--- src/rtl/rf_wb_arbiter.sv ---
// Round-robin write-back arbiter feeding the register file's single write port.
// Define RF_WB_FWD_EN to forward the in-flight commit onto the read paths.
module rf_wb_arbiter #(
    parameter int DATA_W = 32,
    parameter int ADDR_W = 5
) (
    input  logic              clk,
    input  logic              reset_n,
    input  logic              wb0_valid,
    output logic              wb0_ready,
    input  logic [ADDR_W-1:0] wb0_addr,
    input  logic [DATA_W-1:0] wb0_data,
    input  logic              wb1_valid,
    output logic              wb1_ready,
    input  logic [ADDR_W-1:0] wb1_addr,
    input  logic [DATA_W-1:0] wb1_data,
    output logic              rg_wrt_en,
    output logic [ADDR_W-1:0] rg_wrt_addr,
    output logic [DATA_W-1:0] rg_wrt_data,
    input  logic [ADDR_W-1:0] rd_addr1,
    input  logic [ADDR_W-1:0] rd_addr2,
    input  logic [DATA_W-1:0] rf_rd_data1,
    input  logic [DATA_W-1:0] rf_rd_data2,
    output logic [DATA_W-1:0] rd_data1,
    output logic [DATA_W-1:0] rd_data2,
    output logic              wb_busy
);

    logic last_grant;
    logic gnt0;
    logic gnt1;

    // On conflict the requester that did not win last time goes first.
    always_comb begin
        gnt0 = reset_n && wb0_valid && (!wb1_valid || last_grant);
        gnt1 = reset_n && wb1_valid && (!wb0_valid || !last_grant);
    end

    assign wb0_ready = gnt0;
    assign wb1_ready = gnt1;

    always_ff @(posedge clk or negedge reset_n) begin
        if (!reset_n) begin
            last_grant  <= 1'b1;
            rg_wrt_en   <= 1'b0;
            rg_wrt_addr <= '0;
            rg_wrt_data <= '0;
        end else begin
            unique case (1'b1)
                gnt0: begin
                    last_grant  <= 1'b0;
                    rg_wrt_en   <= (wb0_addr != '0);
                    rg_wrt_addr <= wb0_addr;
                    rg_wrt_data <= wb0_data;
                end
                gnt1: begin
                    last_grant  <= 1'b1;
                    rg_wrt_en   <= (wb1_addr != '0);
                    rg_wrt_addr <= wb1_addr;
                    rg_wrt_data <= wb1_data;
                end
                default: rg_wrt_en <= 1'b0;
            endcase
        end
    end

    assign wb_busy = rg_wrt_en;

`ifdef RF_WB_FWD_EN
    assign rd_data1 = (rg_wrt_en && rd_addr1 == rg_wrt_addr) ? rg_wrt_data : rf_rd_data1;
    assign rd_data2 = (rg_wrt_en && rd_addr2 == rg_wrt_addr) ? rg_wrt_data : rf_rd_data2;
`else
    logic unused_rd_addr;
    assign unused_rd_addr = ^{rd_addr1, rd_addr2};
    assign rd_data1 = rf_rd_data1;
    assign rd_data2 = rf_rd_data2;
`endif

endmodule
--- config.mk ---
export PLATFORM = sky130hd
export DESIGN_NAME = rf_wb_arbiter
export DESIGN_NICKNAME = d
export VERILOG_FILES = /design/src/rtl/rf_wb_arbiter.sv
export SDC_FILE = /design/constraint.sdc
export NUM_CORES = 1
export LEC_CHECK = 0
export CAP_MARGIN = 15
export CORE_AREA = 2 2 101 103
export DETAILED_ROUTE_END_ITERATION = 16
export DIE_AREA = 0 0 103 105
export GPL_TIMING_DRIVEN = 0
export PLACE_DENSITY = 0.7
export SETUP_SLACK_MARGIN = 0.1
export SYNTH_ARGS = -nofsm -noshare
export SYNTH_HDL_FRONTEND = slang
export SYNTH_SLANG_ARGS = --single-unit
--- constraint.sdc ---
create_clock -name clk -period 2.2 [get_ports clk]
set_input_delay 0.33 -clock clk [delete_from_list [all_inputs] [get_ports clk]]
set_output_delay 0.33 -clock clk [all_outputs]
set_load 0.01 [all_outputs]
; Yosys cells after proc, flatten, opt, wreduce, memory -nomap -nowiden
; Index checks and enable logic that the tools add are counted.
; W data, S select, Z words.
[classes]
n_mux = 4
n_reduce_logical = 12
[op_table]
columns = operator, count
row1 = $pmux W32 S2, 1
row2 = $pmux W5 S2, 1
row3 = $reduce_bool A5 Y1, 2
row4 = $logic_and A1 B1 Y1, 4
row5 = $pmux W1 S2, 2
row6 = $logic_not A1 Y1, 3
row7 = $logic_or A1 B1 Y1, 2
row8 = $reduce_bool A2 Y1, 1
[word_totals]
output_inout_bits = 105
word_cells = 20
input_bits = 152
register_bits = 39

; Logic depth before layout (Yosys ltp)
; Gate-level depths: netlist (run 1).
[depth]
depth_word = 4
ltp_mapped = 5

; Worst setup path before layout (run 1)
; Ideal clock, no wire load.
[synth_timing]
path_type = register -> output
from = register last_grant
to = output wb0_ready
t_arrival_ns = 0.943
setup_slack_ns = 0.927
n_path_buf = 0
stages_incl_launch_ff = 3
path_cell_list = dfstp_2 -> and2b_1 -> nor2_1
[synth_via]
elab_chain_cells = 2
[synth_rtl]
columns = item, line
row1 = "start, declared", 29  ; logic last_grant;
row2 = "start signal, assigned", 44  ; last_grant <= 1'b1;
row3 = "start signal, assigned", 51  ; last_grant <= 1'b0;
row4 = "start signal, assigned", 57  ; last_grant <= 1'b1;
row5 = $logic_or A1 B1 Y1, 35  ; gnt0 = reset_n && wb0_valid && (!wb1_valid || last_grant);
row6 = $logic_and A1 B1 Y1, 35
row7 = "end, declared", 10  ; output logic wb0_ready,
; Every way passes these cells.

; Final worst setup path (run 1)
[layout_timing]
from = input wb1_valid
to = output wb1_ready
[layout_via]
elab_chain_cells = 2
[layout_rtl]
columns = item, line
row1 = "start, declared", 13  ; input logic wb1_valid,
row2 = $logic_and A1 B1 Y1 (2 in a row), 36  ; gnt1 = reset_n && wb1_valid && (!wb0_valid || !last_grant);
row3 = "end, declared", 14  ; output logic wb1_ready,
; Every way passes these cells.

==> metrics, run 1 <==
Max Fanout on Critical Path 10; weighted congestion reported at the end of routability-driven placement approximately 0.74; total of max-cap violations 0; leading post-synthesis cells by cell area dfrtp_1 39%, buf_4 20%, a31oi_1 8.4%; area share of the largest cell type after synthesis 0.386; Tightest Hold Check Type in2async; overall global routing resource usage 0.165; total of warnings raised by yosys 0; Critical Setup Path Class in2out; combined area of the multi-input logic cells just over 800 µm²; Horiz. Die Dim a little over 100 µm; clock tree from TritonCTS built; power density over cell area ~510 nW/µm²; Tmin final between 1.5 and 2 ns; number of clock sinks seen by CTS 39; area of the core between 9000 and 10000 µm²; longest individual stage delay on the worst path between 0.5 and 0.6 ns; depth of the CTS H-tree 2; clk slew on worst S/H paths around 0.080 ns; first-pass GRT wire length 14200 µm; total placed cells including tap cells slightly above 600; clock buffers created by TritonCTS 5; library cells used by synthesis 22; Finished Layout Cells roughly 610; largest clock skew in the final design a little over 0.003 ns; routed len/inst roughly 15 µm; met2 Resource Use GR 0.287; fraction of final layout cells with drive strength greater than 1 0.204; maximum clock rate roughly 520 MHz; floorplan die area between 10000 and 15000 µm²; pin count of the biggest net entering global routing 24; most frequent cells after synthesis 67 x buf_4, 41 x nor2_1, 38 x dfrtp_1; starting utilization of the core area 0.255; Fill cells 972; post-synthesis sequential element count 39; relative area change from synthesis to final layout 85.5%; biggest area consumer among synthesized cells dfrtp_1; Initial DRC Count 86; asr flop ratio synth 1.00; post-CTS repair timing setup buffer count 0; via count of the first global-routing pass 2886; cell with the most instances after synthesis buf_4; worst slew margin relative to its limit 0.517; via count of the routed design approximately 2800; Final WS setup ~0.29 ns; final layout net count around 630; master cell of the clock root buffer clkbuf_8; met1 layer usage reported by global route 0.190; total iterations of the first detailed-routing run 4; IO Port Bufs between 150 and 200; final number of setup-violating endpoints 0; worst slack, placed -0.0699 ns; Final Hold Viols 0; commonest register cell after synthesis dfrtp_1; startpoint kind of the worst setup timing path input port; number of antenna violations at the first check in global routing 0; Post-Syn Area between 2000 and 2500 µm²; total inserted antenna cells 0; share of the cycle needed by the critical path after routing 0.868; P_leak around 1.9 nW; pins over their slew limit 0; ports placed on the boundary 257; Mapped Nets ~440; slew at the pin closest to its max-slew limit 0.722 ns; family of cells with the greatest summed delay on the critical path buffers and inverters; standard cell with the maximum stage delay on the critical path clkdlybuf4s50_1; maximum buffer depth of the clock tree 2; register area a little under 1000 µm²; number of synthesized flops with an enable pin 0; Congestion Overflow GR 0; Vias/cell 4.55; met3 demand-to-capacity share in global routing 0.0535; result of the run complete, no violations; busiest grt layer met2; RSZ-0062 raised after global routing false; series of cell instances along the critical path clkdlybuf4s50_1 -> nand2_1 -> buf_4 -> nor2_1 -> dlygate4sd2_1; synthesized instance count between 200 and 300; Remaining DRCs 0; DP Wirelength between 7000 and 8000 µm; Critical path buffers and inverters 3; per-instance average area after synthesis around 8.5 µm²; number of standard-cell rows in the floorplan 36; fraction of the yosys area taken by sequential cells 0.397; insertion delay to the later sink of the worst-skew pair around 0.29 ns; overall routed net length between 9000 and 10000 µm; Die Y 105 µm; ANT nets after route 0; critical path data arrival time 1.58 ns; Worst IR Drop VDD between 200 and 250 µV; Worst EP required 1.87 ns; category of the worst setup path capture point primary output
## per-stage QoR
step                setup TNS, ns   util  instance area [µm²]  hold WS [ns]  total power, mW
global route                    0  0.474                 4570        0.0270             2.49
CTS                             0  0.474                 4570        0.0234             2.37
floorplan                       0      -                 2460        0.0344             1.30
detailed placement        -0.0699  0.464                 4470         0.326             1.88
finish                          0  0.474                 4570        0.0233             2.34
global placement           -57.06  0.462                 4450         0.488             1.86
## cells by family after synthesis
family | count (synthesis) | synth area share
simple gates | 89 | 0.160
compound gates | 73 | 0.175
flops | 39 | 0.397
buf+inv | 88 | 0.267
## path summary, 6_finish.rpt
path                       startpoint               to  slack [ns]  cells after the start
setup reg to reg           last_grant  rg_wrt_data[16]        0.82                      5
hold / removal                reset_n  rg_wrt_data[27]        0.02                      2
min in group clk           last_grant       last_grant        0.50                      2
setup / recovery            wb1_valid        wb1_ready        0.29                      5
hold reg to reg            last_grant       last_grant        0.50                      2
max in group asynchronous     reset_n  rg_wrt_data[19]        1.02                      2
## registers in the layout, summed over array words and instances, names as in the netlist
| signal | flops |
|---|---|
| rg_wrt_addr | 5 |
| rg_wrt_data | 32 |
| last_grant | 1 |
| rg_wrt_en | 1 |
## placed cells by master (no fill, tap or decap), drive strengths merged
| cell type | netlist | layout |
|---|---|---|
| and2 | 2 | 2 |
| clkdlybuf4s50 | 0 | 179 |
| a22o | 1 | 1 |
| dfrtp | 38 | 38 |
| o32ai | 4 | 4 |
| nor3 | 6 | 6 |
| buf | 86 | 88 |
| clkinv | 0 | 1 |
| and2b | 1 | 1 |
| dlygate4sd2 | 0 | 2 |
| nand3 | 33 | 33 |
| clkbuf | 2 | 9 |
| a31oi | 33 | 33 |
| o21ai | 34 | 34 |
| dfstp | 1 | 1 |
| nand2 | 6 | 6 |
| nor2 | 41 | 41 |
| dlygate4sd3 | 0 | 1 |
| o21a | 1 | 1 |
## worst reg2reg max path, stage by stage, from the launching register on
cell and delay [ns]:
dfstp_2 0.56, and2_4 0.15, buf_6 0.15, buf_8 0.14, o21ai_0 0.12, a31oi_1 0.18
## power breakdown
part	switching [mW]	internal (mW)	total, mW
sequential	0.0582	0.822	0.880
clock	0.257	0.223	0.480
combinational	0.388	0.591	0.979
total	0.703	1.64	2.34
## what timing repair did
item,in CTS,in global routing
gates resized for setup,4,0
setup endpoints to repair,2,0
endpoints found under the hold margin,15,0
hold buffers,1,0
## per-layer routing
| layer | part of all wire | wire [µm] | vias to the layer above |
|---|---|---|---|
| li1 | - | - | 1320 |
| met1 | 0.38 | 3480 | 1287 |
| met2 | 0.50 | 4620 | 171 |
| met3 | 0.11 | 976 | 14 |
| met4 | 0.015 | 136 | 0 |
| met5 | 0 | 0 | - |
## final cells by class
type                            instances  area share
Timing Repair Buffer                  184       0.406
Sequential cell                        39       0.214
Multi-Input combinational cell        162       0.181
Buffer                                 88       0.145
Tap cell                              133      0.0364
Clock buffer                            7      0.0167
Clock inverter                          1     0.00110
Note: power is estimated with default switching activity, not from simulation.
==> run 2, diff against run 1 <==
--- a/config.mk
+++ b/config.mk
@@ -11,7 +11,8 @@
 export DIE_AREA = 0 0 103 105
 export GPL_TIMING_DRIVEN = 0
 export PLACE_DENSITY = 0.7
-export SETUP_SLACK_MARGIN = 0.1
+export REMOVE_ABC_BUFFERS = 1
+export SETUP_SLACK_MARGIN = 0.4
 export SYNTH_ARGS = -nofsm -noshare
 export SYNTH_HDL_FRONTEND = slang
 export SYNTH_SLANG_ARGS = --single-unit
==> metrics, run 2 (synthesis results as in run 1) <==
result of the run complete, no violations; total of max-cap violations 0 (unchanged); Horiz. Die Dim 103 µm (unchanged); RSZ-0062 raised after global routing false; critical path data arrival time 1.40 ns (-0.18 ns); number of standard-cell rows in the floorplan 36 (unchanged); clock buffers created by TritonCTS 5 (unchanged); wire length on met3 3110 µm (+220%); Initial DRC Count 89 (+3.5%); register-to-register setup slack 0.63 ns (-0.19 ns); Final WS setup 0.467 ns (+0.177 ns); Die Y 105 µm (unchanged); register area 977 µm² (unchanged); ports placed on the boundary 257 (unchanged); first-pass GRT wire length 17700 µm (+25%); final layout net count 489 (-23%); largest clock skew in the final design 0.00437 ns (+0.00128 ns); Max Fanout on Critical Path 3 (-7); core utilization of the finished layout 0.356 (-0.118); overall routed net length 13100 µm (+42%); Remaining DRCs 0 (unchanged); Critical Setup Path Class reg2out; pin count of the biggest net entering global routing 45 (+88%); via count of the first global-routing pass 2261 (-22%); worst slack, placed -0.490 ns (-0.420 ns); combined area of the multi-input logic cells 851 µm² (+3.0%); startpoint kind of the worst setup timing path register; relative area change from synthesis to final layout 39.3%; most frequent cells in the layout 113 x clkdlybuf4s50_1, 40 x nor2_1, 38 x dfrtp_1, 33 x nand3_1, 33 x a31oi_1; ANT nets after route 0 (unchanged); beginning of the worst register-to-register path last_grant; DR top layer met5; P_leak 1.28 nW (-31%); Vias/cell 4.94 (+8.7%); most common cell after layout, fill and taps aside clkdlybuf4s50_1; overall global routing resource usage 0.237 (+0.0717); Placed Area 3240 µm² (-28%); wire length on met1 4540 µm (+30%); registers with the most flip-flops rg_wrt_data: 32 flops, rg_wrt_addr: 5 flops; clock tree from TritonCTS built; Congestion Overflow GR 0 (unchanged); floorplan die area 10800 µm² (unchanged); weighted congestion reported at the end of routability-driven placement 0.734 (-0.39%); category of the worst setup path capture point primary output; insertion delay to the later sink of the worst-skew pair 0.29 ns (about the same); total iterations of the first detailed-routing run 4 (unchanged); clk slew on worst S/H paths 0.08 ns (about the same); via count of the routed design 2332 (-16%); routed len/inst 27.7 µm (+85%); DR WL met2 5270 µm (+14%); length in cells of the worst reg-to-reg path 4 (-1); area of the core 9640 µm² (unchanged); maximum clock rate 577 MHz (+10%); Final Hold Viols 0 (unchanged); IO Port Bufs 118 (-35%); DP Wirelength 10100 µm (+37%); Worst IR Drop VDD 267 µV (+17%); number of antenna violations at the first check in global routing 2 (+2); pins over their slew limit 0 (unchanged); Tightest Hold Check Type in2async; master cell of the clock root buffer clkbuf_8; Design Area, Final 3430 µm² (-25%); share of the cycle needed by the critical path after routing 0.788 (-0.0804); Fill cells 1040 (+7.0%); Worst EP required 1.87 ns (about the same); depth of the CTS H-tree 2 (unchanged); Most flops, register rg_wrt_data; Tmin final 1.73 ns (-0.177 ns); Reg2Reg Capture Point rg_wrt_data[24]; slew at the pin closest to its max-slew limit 0.712 ns (-0.00945 ns); fraction of final layout cells with drive strength greater than 1 0.0799 (-0.124); max FFs per register 32 (unchanged); power density over cell area 614 nW/µm² (+20%); number of clock sinks seen by CTS 39 (unchanged); final number of setup-violating endpoints 0 (unchanged); worst slew margin relative to its limit 0.523 (+0.00621); maximum buffer depth of the clock tree 2 (unchanged); starting utilization of the core area 0.255 (unchanged)
## run 2: cell count changes in the layout (fill, tap and decap cells not counted), sizes merged, moves of 2 or more
cell / change
clkdlybuf4s50: -66
buf: -80
clkdlybuf4s15: +2
dlygate4sd2: -2
## run 2: area by class of cell
cell class / instances / area share
sequential: 39 / 0.285
multi-input combinational: 163 / 0.248
clock buffer: 7 / 0.0223
timing repair buffer: 128 / 0.394
clock inverter: 1 / 0.00146
tap: 133 / 0.0485
antenna: 1 / 0.000730
## run 2: worst max-delay path: stages (launching register included)
cell and delay [ns]:
dfstp_2 0.54, and2b_2 0.24, nor2_2 0.10, clkdlybuf4s15_2 0.24
## run 2: stage by stage
stage               hold WS [ns]  TNS [ns]  power (mW)  instances
floorplan                 0.0344         0        1.14        201
global placement           0.492   -101.91        1.57        452
detailed placement         0.268     -1.42        1.60        456
CTS                       0.0703         0        2.14        470
global route              0.0749         0        2.24        471
finish                    0.0803         0        2.11        472
## run 2: worst max path at each step
stage | from | end | slack, ns | cells past startpoint
3_3_place_gp | reset_n | wb1_ready | -2.73 | 4
4_1_cts | wb0_valid | wb1_ready | 0.40 | 4
3_5_place_dp | reset_n | wb1_ready | -0.49 | 6
5_1_grt | last_grant | wb0_ready | 0.42 | 3
6_report | last_grant | wb0_ready | 0.47 | 3
2_1_floorplan | wb1_valid | rg_wrt_addr[0] | 0.25 | 3
## run 2: routing by layer
| layer | vias up | track usage |
|---|---|---|
| met4 | 4 | 0.0244 |
| met1 | 1024 | 0.245 |
| met2 | 259 | 0.334 |
| met3 | 9 | 0.254 |
| li1 | 1036 | - |
| met5 | - | 0.0821 |
## run 2: report_power, final
group          internal [mW]  switching (mW)  total, mW  leakage (nW)
Combinational          0.414           0.329      0.743         0.800
Clock                  0.223           0.264      0.488        0.0422
Sequential             0.821          0.0546      0.876         0.436
Total                   1.46           0.648       2.11          1.28
## run 2: timing repair
action                                 4_1_cts  5_1_grt
hold buffers                                 2        0
setup buffers                                2        1
setup endpoints to repair                   35       16
pin swaps                                    1        0
gates resized for setup                     13        4
endpoints found under the hold margin       14        0
cloned                                       2        0
